==> config.mk <==
export PLATFORM = sky130hd
export DESIGN_NAME = apex_dot_engine_flat
export DESIGN_NICKNAME = d
export VERILOG_FILES = /design/src/rtl/apex_dot_engine_if.sv /design/src/rtl/apex_dot_engine.sv /design/src/flat_wrapper.sv
export SDC_FILE = /design/constraint.sdc
export NUM_CORES = 2
export LEC_CHECK = 0
export CORE_MARGIN = 2
export CORE_UTILIZATION = 50
export DETAILED_ROUTE_END_ITERATION = 7
export GPL_TIMING_DRIVEN = 0
export PLACE_DENSITY = 0.75
export SYNTH_ARGS = -nofsm -noshare
export SYNTH_HDL_FRONTEND = slang
export SYNTH_SLANG_ARGS = --single-unit
==> constraint.sdc <==
create_clock -name S_AXI_ACLK -period 7 [get_ports S_AXI_ACLK]
set_clock_uncertainty 0.2 [all_clocks]
set_input_delay 0.7 -clock S_AXI_ACLK [delete_from_list [all_inputs] [get_ports S_AXI_ACLK]]
set_output_delay 0.7 -clock S_AXI_ACLK [all_outputs]
set_load 0.005 [all_outputs]
==> src/rtl/apex_dot_engine_if.sv <==
`default_nettype none
// +----------------------------------------------------------------------------+
// | Module      : apex_dot_engine_if                                           |
// | Description : Memory request/response bus between the dot-product engine   |
// |               and its memory.                                              |
// |               One request is issued at a time; each accepted request       |
// |               (read or write) returns exactly one response pulse.          |
// | Signals     : mem_req_valid/ready   request handshake                      |
// |               mem_req_addr          byte address (ADDR_W)                  |
// |               mem_req_we            1 = write, 0 = read                    |
// |               mem_req_wdata         write data (DATA_W)                    |
// |               mem_rsp_valid         one-cycle response pulse               |
// |               mem_rsp_rdata         read data (DATA_W)                     |
// | Modports    : master (engine side), slave (memory side)                    |
// | Revision    : 1.0 - initial release                                        |
// +----------------------------------------------------------------------------+
interface apex_dot_engine_if #(
  parameter int DATA_W = 32,
  parameter int ADDR_W = 32
);
  logic              mem_req_valid;
  logic              mem_req_ready;
  logic [ADDR_W-1:0] mem_req_addr;
  logic              mem_req_we;
  logic [DATA_W-1:0] mem_req_wdata;
  logic              mem_rsp_valid;
  logic [DATA_W-1:0] mem_rsp_rdata;

  modport master (
    output mem_req_valid,
    input  mem_req_ready,
    output mem_req_addr,
    output mem_req_we,
    output mem_req_wdata,
    input  mem_rsp_valid,
    input  mem_rsp_rdata
  );

  modport slave (
    input  mem_req_valid,
    output mem_req_ready,
    input  mem_req_addr,
    input  mem_req_we,
    input  mem_req_wdata,
    output mem_rsp_valid,
    output mem_rsp_rdata
  );
endinterface
`default_nettype wire

==> src/rtl/apex_dot_engine.sv <==
`default_nettype none
// +----------------------------------------------------------------------------+
// | Module      : apex_dot_engine                                              |
// | Description : Signed dot product of two word vectors held in memory.       |
// |               Fetches A[i] and B[i] one word at a time, accumulates        |
// |               A[i]*B[i] modulo 2^DATA_W and writes the sum to i_out_addr.  |
// | Ports       : S_AXI_ACLK      clock                                        |
// |               S_AXI_ARESETN   asynchronous active-low reset                |
// |               i_ctrl          [0] start (rising edge), [1] clear-done      |
// |               i_a_base        vector A byte base address                   |
// |               i_b_base        vector B byte base address                   |
// |               i_out_addr      result byte address                          |
// |               i_len           element count (bits [15:0])                  |
// |               o_status        [0] busy, [1] done, [31:16] elements done    |
// |               mem             memory bus (apex_dot_engine_if.master)       |
// | Revision    : 1.0 - initial release                                        |
// +----------------------------------------------------------------------------+
module apex_dot_engine #(
  parameter int DATA_W = 32,
  parameter int ADDR_W = 32
) (
  input  logic              S_AXI_ACLK,
  input  logic              S_AXI_ARESETN,
  input  logic [DATA_W-1:0] i_ctrl,
  input  logic [ADDR_W-1:0] i_a_base,
  input  logic [ADDR_W-1:0] i_b_base,
  input  logic [ADDR_W-1:0] i_out_addr,
  input  logic [DATA_W-1:0] i_len,
  output logic [DATA_W-1:0] o_status,
  apex_dot_engine_if.master mem
);

  typedef enum logic [2:0] {
    IDLE  = 3'd0,
    REQ_A = 3'd1,
    RSP_A = 3'd2,
    REQ_B = 3'd3,
    RSP_B = 3'd4,
    REQ_W = 3'd5,
    RSP_W = 3'd6,
    DONE  = 3'd7
  } state_t;

  state_t r_state;
  state_t w_state_nxt;

  // Operands captured at start; the run never looks at the live inputs again.
  logic [ADDR_W-1:0] r_a_base;
  logic [ADDR_W-1:0] r_b_base;
  logic [ADDR_W-1:0] r_out_addr;
  logic [15:0]       r_len;
  logic [15:0]       r_idx;
  logic [DATA_W-1:0] r_acc;
  logic [DATA_W-1:0] r_a_val;
  logic              r_done;
  logic              r_start_prev;

  logic                     w_start;
  logic                     w_take_start;
  logic                     w_cap_a;
  logic                     w_accum;
  logic                     w_set_done;
  logic                     w_clr_done;
  logic                     w_last;
  logic                     w_req_valid;
  logic                     w_req_we;
  logic [ADDR_W-1:0]        w_req_addr;
  logic [DATA_W-1:0]        w_req_wdata;
  logic [ADDR_W-1:0]        w_idx_off;
  logic signed [2*DATA_W-1:0] w_prod;
  logic [DATA_W-1:0]        w_status;
  logic                     w_unused;

  assign w_start   = i_ctrl[0] & ~r_start_prev;
  assign w_last    = ((r_idx + 16'd1) == r_len);
  assign w_idx_off = ADDR_W'({r_idx, 2'b00});
  // Full-width signed product; only the low DATA_W bits feed the accumulator.
  assign w_prod    = $signed(r_a_val) * $signed(mem.mem_rsp_rdata);

  // Bits of the inputs/product that carry no meaning for this engine.
  assign w_unused  = ^{i_ctrl[DATA_W-1:2], i_len[DATA_W-1:16], w_prod[2*DATA_W-1:DATA_W]};

  // -------------------------------------------------------------------------
  // State register
  // -------------------------------------------------------------------------
  always_ff @(posedge S_AXI_ACLK or negedge S_AXI_ARESETN) begin
    if (!S_AXI_ARESETN) begin
      r_state <= IDLE;
    end else begin
      r_state <= w_state_nxt;
    end
  end

  // -------------------------------------------------------------------------
  // Next state, bus outputs and datapath strobes
  // -------------------------------------------------------------------------
  always_comb begin
    w_state_nxt  = r_state;
    w_take_start = 1'b0;
    w_cap_a      = 1'b0;
    w_accum      = 1'b0;
    w_set_done   = 1'b0;
    w_clr_done   = 1'b0;
    w_req_valid  = 1'b0;
    w_req_we     = 1'b0;
    w_req_addr   = '0;
    w_req_wdata  = '0;

    case (r_state)
      IDLE, DONE: begin
        if (w_start) begin
          // Start has priority over clear-done when both are present.
          w_take_start = 1'b1;
          w_state_nxt  = (i_len[15:0] == 16'd0) ? REQ_W : REQ_A;
        end else if (r_state == DONE && i_ctrl[1]) begin
          w_clr_done  = 1'b1;
          w_state_nxt = IDLE;
        end
      end
      REQ_A: begin
        w_req_valid = 1'b1;
        w_req_addr  = r_a_base + w_idx_off;
        if (mem.mem_req_ready) w_state_nxt = RSP_A;
      end
      RSP_A: begin
        if (mem.mem_rsp_valid) begin
          w_cap_a     = 1'b1;
          w_state_nxt = REQ_B;
        end
      end
      REQ_B: begin
        w_req_valid = 1'b1;
        w_req_addr  = r_b_base + w_idx_off;
        if (mem.mem_req_ready) w_state_nxt = RSP_B;
      end
      RSP_B: begin
        if (mem.mem_rsp_valid) begin
          w_accum     = 1'b1;
          w_state_nxt = w_last ? REQ_W : REQ_A;
        end
      end
      REQ_W: begin
        w_req_valid = 1'b1;
        w_req_we    = 1'b1;
        w_req_addr  = r_out_addr;
        w_req_wdata = r_acc;
        if (mem.mem_req_ready) w_state_nxt = RSP_W;
      end
      RSP_W: begin
        if (mem.mem_rsp_valid) begin
          w_set_done  = 1'b1;
          w_state_nxt = DONE;
        end
      end
      default: w_state_nxt = IDLE;
    endcase
  end

  // Request fields are pure functions of state and registers that do not
  // move while a request is pending, so they stay stable until accepted.
  assign mem.mem_req_valid = w_req_valid;
  assign mem.mem_req_we    = w_req_we;
  assign mem.mem_req_addr  = w_req_addr;
  assign mem.mem_req_wdata = w_req_wdata;

  // -------------------------------------------------------------------------
  // Datapath registers
  // -------------------------------------------------------------------------
  always_ff @(posedge S_AXI_ACLK or negedge S_AXI_ARESETN) begin
    if (!S_AXI_ARESETN) begin
      r_start_prev <= 1'b0;
      r_a_base     <= '0;
      r_b_base     <= '0;
      r_out_addr   <= '0;
      r_len        <= '0;
      r_idx        <= '0;
      r_acc        <= '0;
      r_a_val      <= '0;
      r_done       <= 1'b0;
    end else begin
      r_start_prev <= i_ctrl[0];
      if (w_take_start) begin
        r_a_base   <= i_a_base;
        r_b_base   <= i_b_base;
        r_out_addr <= i_out_addr;
        r_len      <= i_len[15:0];
        r_idx      <= '0;
        r_acc      <= '0;
        r_done     <= 1'b0;
      end
      if (w_cap_a) begin
        r_a_val <= mem.mem_rsp_rdata;
      end
      if (w_accum) begin
        r_acc <= r_acc + w_prod[DATA_W-1:0];
        r_idx <= r_idx + 16'd1;
      end
      if (w_set_done) begin
        r_done <= 1'b1;
      end
      if (w_clr_done) begin
        r_done <= 1'b0;
      end
    end
  end

  // -------------------------------------------------------------------------
  // Status word
  // -------------------------------------------------------------------------
  always_comb begin
    w_status        = '0;
    w_status[0]     = (r_state != IDLE) && (r_state != DONE);
    w_status[1]     = r_done;
    w_status[31:16] = r_idx;
  end

  assign o_status = w_status;

endmodule
`default_nettype wire

==> src/flat_wrapper.sv <==
// flat-port wrapper written by rule: the top's interface ports become plain ports
module apex_dot_engine_flat 
#(
  parameter int DATA_W = 32,
  parameter int ADDR_W = 32
)
  (S_AXI_ACLK, S_AXI_ARESETN, i_ctrl, i_a_base, i_b_base, i_out_addr, i_len, o_status, mem_mem_req_valid, mem_mem_req_ready, mem_mem_req_addr, mem_mem_req_we, mem_mem_req_wdata, mem_mem_rsp_valid, mem_mem_rsp_rdata);
  apex_dot_engine_if #(.DATA_W(DATA_W), .ADDR_W(ADDR_W)) mem_i ();
  input  logic S_AXI_ACLK;
  input  logic S_AXI_ARESETN;
  input  logic [DATA_W-1:0] i_ctrl;
  input  logic [ADDR_W-1:0] i_a_base;
  input  logic [ADDR_W-1:0] i_b_base;
  input  logic [ADDR_W-1:0] i_out_addr;
  input  logic [DATA_W-1:0] i_len;
  output logic [DATA_W-1:0] o_status;
  output wire logic [$bits(mem_i.mem_req_valid)-1:0] mem_mem_req_valid;
  input wire logic [$bits(mem_i.mem_req_ready)-1:0] mem_mem_req_ready;
  output wire logic [$bits(mem_i.mem_req_addr)-1:0] mem_mem_req_addr;
  output wire logic [$bits(mem_i.mem_req_we)-1:0] mem_mem_req_we;
  output wire logic [$bits(mem_i.mem_req_wdata)-1:0] mem_mem_req_wdata;
  input wire logic [$bits(mem_i.mem_rsp_valid)-1:0] mem_mem_rsp_valid;
  input wire logic [$bits(mem_i.mem_rsp_rdata)-1:0] mem_mem_rsp_rdata;
  assign mem_mem_req_valid = mem_i.mem_req_valid;
  assign mem_i.mem_req_ready = mem_mem_req_ready;
  assign mem_mem_req_addr = mem_i.mem_req_addr;
  assign mem_mem_req_we = mem_i.mem_req_we;
  assign mem_mem_req_wdata = mem_i.mem_req_wdata;
  assign mem_i.mem_rsp_valid = mem_mem_rsp_valid;
  assign mem_i.mem_rsp_rdata = mem_mem_rsp_rdata;
  apex_dot_engine #(.DATA_W(DATA_W), .ADDR_W(ADDR_W)) u_core (.S_AXI_ACLK(S_AXI_ACLK), .S_AXI_ARESETN(S_AXI_ARESETN), .i_ctrl(i_ctrl), .i_a_base(i_a_base), .i_b_base(i_b_base), .i_out_addr(i_out_addr), .i_len(i_len), .o_status(o_status), .mem(mem_i));
endmodule
==> results.json <==
{
  "relSlewSlack_pct": 29.9,
  "cp_slowest_cell": "fa_1",
  "io_buffer_count": 231,
  "clock.fmax_mhz": 139,
  "cts_sinks": 197,
  "cts-root-buf": "clkbuf_16",
  "hpwl_um": 69300,
  "die_height_um": 238,
  "synthMostInstantiatedCell": "nand2_1",
  "die_x_um": 238,
  "fin_util_pct": 60.3,
  "synth.cell_area_mm2": 0.0273,
  "remaining_drc_errors": 0,
  "antenna_found_initial": 3,
  "criticalPathCategory": "reg2reg",
  "cts_tree": "built",
  "grt_usage_pct": 32.0,
  "regArea_mm2": 0.00495,
  "place_congestion": 0.993,
  "multiInputGateArea_mm2": 0.0201,
  "ys_seq_elements": 197,
  "seq_area_frac_synth_pct": 18.1,
  "status": "finished, violations left",
  "slowest_delay_ns": 0.56,
  "grt_max_degree": 114,
  "syn_avg_cell_area_um2": 8.90,
  "coreArea_mm2": 0.0539,
  "worstMarginPinSlew_ns": 1.05,
  "overflow": 0,
  "die_area_mm2": 0.0565,
  "cp_max_fo": 10,
  "syn_inst": 3064,
  "synth.distinct_cells": 63,
  "clk_path_buf_depth": 2,
  "syn_to_final_growth_pct": 19.3,
  "cap_violations": 0,
  "ctsHoldBuffers": 0,
  "wl_per_cell_um": 21.6,
  "finalHoldViolCount": 0,
  "routed_wl_um": 88400,
  "clkTransAtPathRegs_ns": 0.08,
  "endpoint_kind": "flop",
  "crit_arrival_ns": 7.32,
  "cts-htree-levels": 4,
  "drv_slew": 0,
  "synth_common_cells": "nand2_1 (614), inv_1 (531), fa_1 (439)",
  "setup_viol": 7,
  "synth_edf_count": 0,
  "cp_common_cell": "fa_1",
  "grt_pass1_vias": 23000,
  "numCtsBuffers": 17,
  "rsz0062_at_grt": "true",
  "grt_pass1_wl_um": 135000,
  "ant_nets": 0,
  "fin_ws_ns": -0.217,
  "synth_async_sr_flop_share_pct": 100,
  "row_count": 85,
  "n_fill_cell": 4511,
  "insertion_delay_ns": 0.46,
  "drive_gt1_share_pct": 11.1,
  "worstReg2RegEnd": "u_core.r_acc[28]$_DFFE_PN0P_",
  "worstReg2RegStart": "u_core.r_a_val[2]$_DFFE_PN0P_",
  "num_io_pins": 294,
  "drt_iter0_drc": 1955,
  "start_util_pct": 50.6,
  "drt_pass1_iterations": 6,
  "yosys-top-cells-area": "fa_1 (32%), dfrtp_1 (18%), nand2_1 (8.4%), ha_1 (7.7%), and2_1 (7.5%)",
  "rr_worst_depth": 25,
  "r2r_slack_ns": -0.22,
  "yosysWarnings": 0,
  "vias_per_cell": 5.48,
  "violations": "negative setup slack",
  "worstHoldPathType": "in2async",
  "yosysTopAreaCell": "fa_1",
  "finalCriticalPeriod_ns": 7.22,
  "synth_flop_cell": "dfrtp_1",
  "required_ns": 7.11,
  "nets": 4185,
  "fin_crit_sh_pct": 103,
  "num_vias": 22400,
  "crit_path_start_kind": "flop",
  "synth_top_area_share_pct": 32.2
}
==> layout make-up <==
type	instances	area share [%]
Multi-Input combinational cell	2178	61.9
Sequential cell	197	15.2
Timing Repair Buffer	296	8.72
Inverter	531	6.13
Buffer	161	3.63
Tap cell	696	2.68
Clock buffer	20	1.34
Clock inverter	12	0.373
Antenna cell	2	0.0154
==> per-layer routing <==
layer  routed length [um]  up-vias  GRT usage, %  part of all wire (%)
met2                39600     1232          49.3                    45
met3                10600      208          10.2                    12
met1                34200    11100          42.1                    39
met5                    0        -             0                     0
met4                 3980        0          12.4                   4.5
li1                     -     9870             -                     -
==> logic make-up (layout without fill, tap and decap cells) <==
logic type	after synthesis	in the layout	synth area share, %
mux	64	64	2.60
buf+inv	702	1020	9.90
compound gates	222	222	5.37
simple gates	1134	1134	19.7
flops	197	197	18.1
fa+ha+maj	607	607	39.9
xor+xnor	137	137	4.40
other cells	1	16	0.0137
==> registers in the layout, indices dropped and copies added (netlist names), 3 cells and up <==
signal,cells
u_core.r_idx,16
u_core.r_b_base,32
u_core.r_acc,32
u_core.r_state,3
u_core.r_out_addr,32
u_core.r_a_base,32
u_core.r_len,16
u_core.r_a_val,32
==> worst max-delay path, delay by kind of cell, from the launching register on <==
| family | cells | cell delay, ns |
|---|---|---|
| AO/OA/AOI/OAI | 7 | 1.36 |
| XOR/XNOR | 1 | 0.17 |
| adder cells (fa/ha/maj) | 9 | 3.78 |
| buffers and inverters | 6 | 0.68 |
| flip-flops | 1 | 0.41 |
| AND/OR/NAND/NOR | 2 | 0.44 |
==> repair_timing <==
| action | 4_1_cts | 5_1_grt |
|---|---|---|
| gates resized for setup | 259 | 118 |
| setup buffers | 39 | 25 |
| hold endpoints to repair | 0 | 0 |
| setup endpoints to repair | 19 | 13 |
| pin swaps | 32 | 44 |
==> worst max path at each step <==
stage                                  startpoint                             end  slack, ns  cells after the start
floorplan                    mem_mem_rsp_rdata[4]    u_core.r_acc[31]$_DFFE_PN0P_      -0.08                     25
global placement                    S_AXI_ARESETN  u_core.r_a_val[14]$_DFFE_PN0P_      -3.43                      1
detailed placement           mem_mem_rsp_rdata[7]    u_core.r_acc[31]$_DFFE_PN0P_      -1.97                     25
CTS                          mem_mem_rsp_rdata[4]    u_core.r_acc[31]$_DFFE_PN0P_      -0.25                     26
global route                 mem_mem_rsp_rdata[0]    u_core.r_acc[31]$_DFFE_PN0P_      -0.35                     25
finish              u_core.r_a_val[2]$_DFFE_PN0P_    u_core.r_acc[28]$_DFFE_PN0P_      -0.22                     25
==> through the flow <==
step	std cells	setup slack [ns]	hold slack, ns	cell area, um^2	TNS, ns
after floorplan	3077	-0.0765	0.204	27500	-0.120
after global placement	4004	-3.43	0.252	30600	-693.14
after detailed placement	4005	-1.97	0.261	30700	-24.89
after CTS	4069	-0.251	0.0477	32000	-1.06
after global routing	4091	-0.350	0.0700	32500	-2.22
final	4093	-0.217	0.0202	32500	-0.918
==> layout by cell type (no fill, tap or decap), types with 14 or more instances in the layout <==
| cell | Yosys | routed |
|---|---|---|
| o31ai_1 | 19 | 18 |
| inv_1 | 531 | 518 |
| and2_1 | 326 | 312 |
| buf_2 | 8 | 22 |
| a21oi_1 | 30 | 26 |
| buf_4 | 15 | 81 |
| clkbuf_2 | 0 | 22 |
| xor2_1 | 41 | 41 |
| nand3_1 | 45 | 44 |
| nor3_1 | 30 | 29 |
| and2_4 | 0 | 14 |
| a21o_1 | 16 | 16 |
| clkbuf_16 | 0 | 24 |
| clkbuf_1 | 142 | 64 |
| ha_1 | 168 | 154 |
| clkdlybuf4s50_1 | 0 | 208 |
| conb_1 | 1 | 14 |
| and3_1 | 27 | 26 |
| o21ai_0 | 72 | 65 |
| xnor2_1 | 96 | 90 |
| fa_1 | 439 | 428 |
| mux2_2 | 51 | 51 |
| nand2_1 | 614 | 613 |
| o21ai_1 | 22 | 24 |
| clkbuf_8 | 0 | 19 |
| nor2_1 | 43 | 43 |
| dfrtp_1 | 197 | 184 |
Power is left out: the tool's default activity adds up to more than one toggle a clock period on the data nets, which glitch-free logic cannot reach.
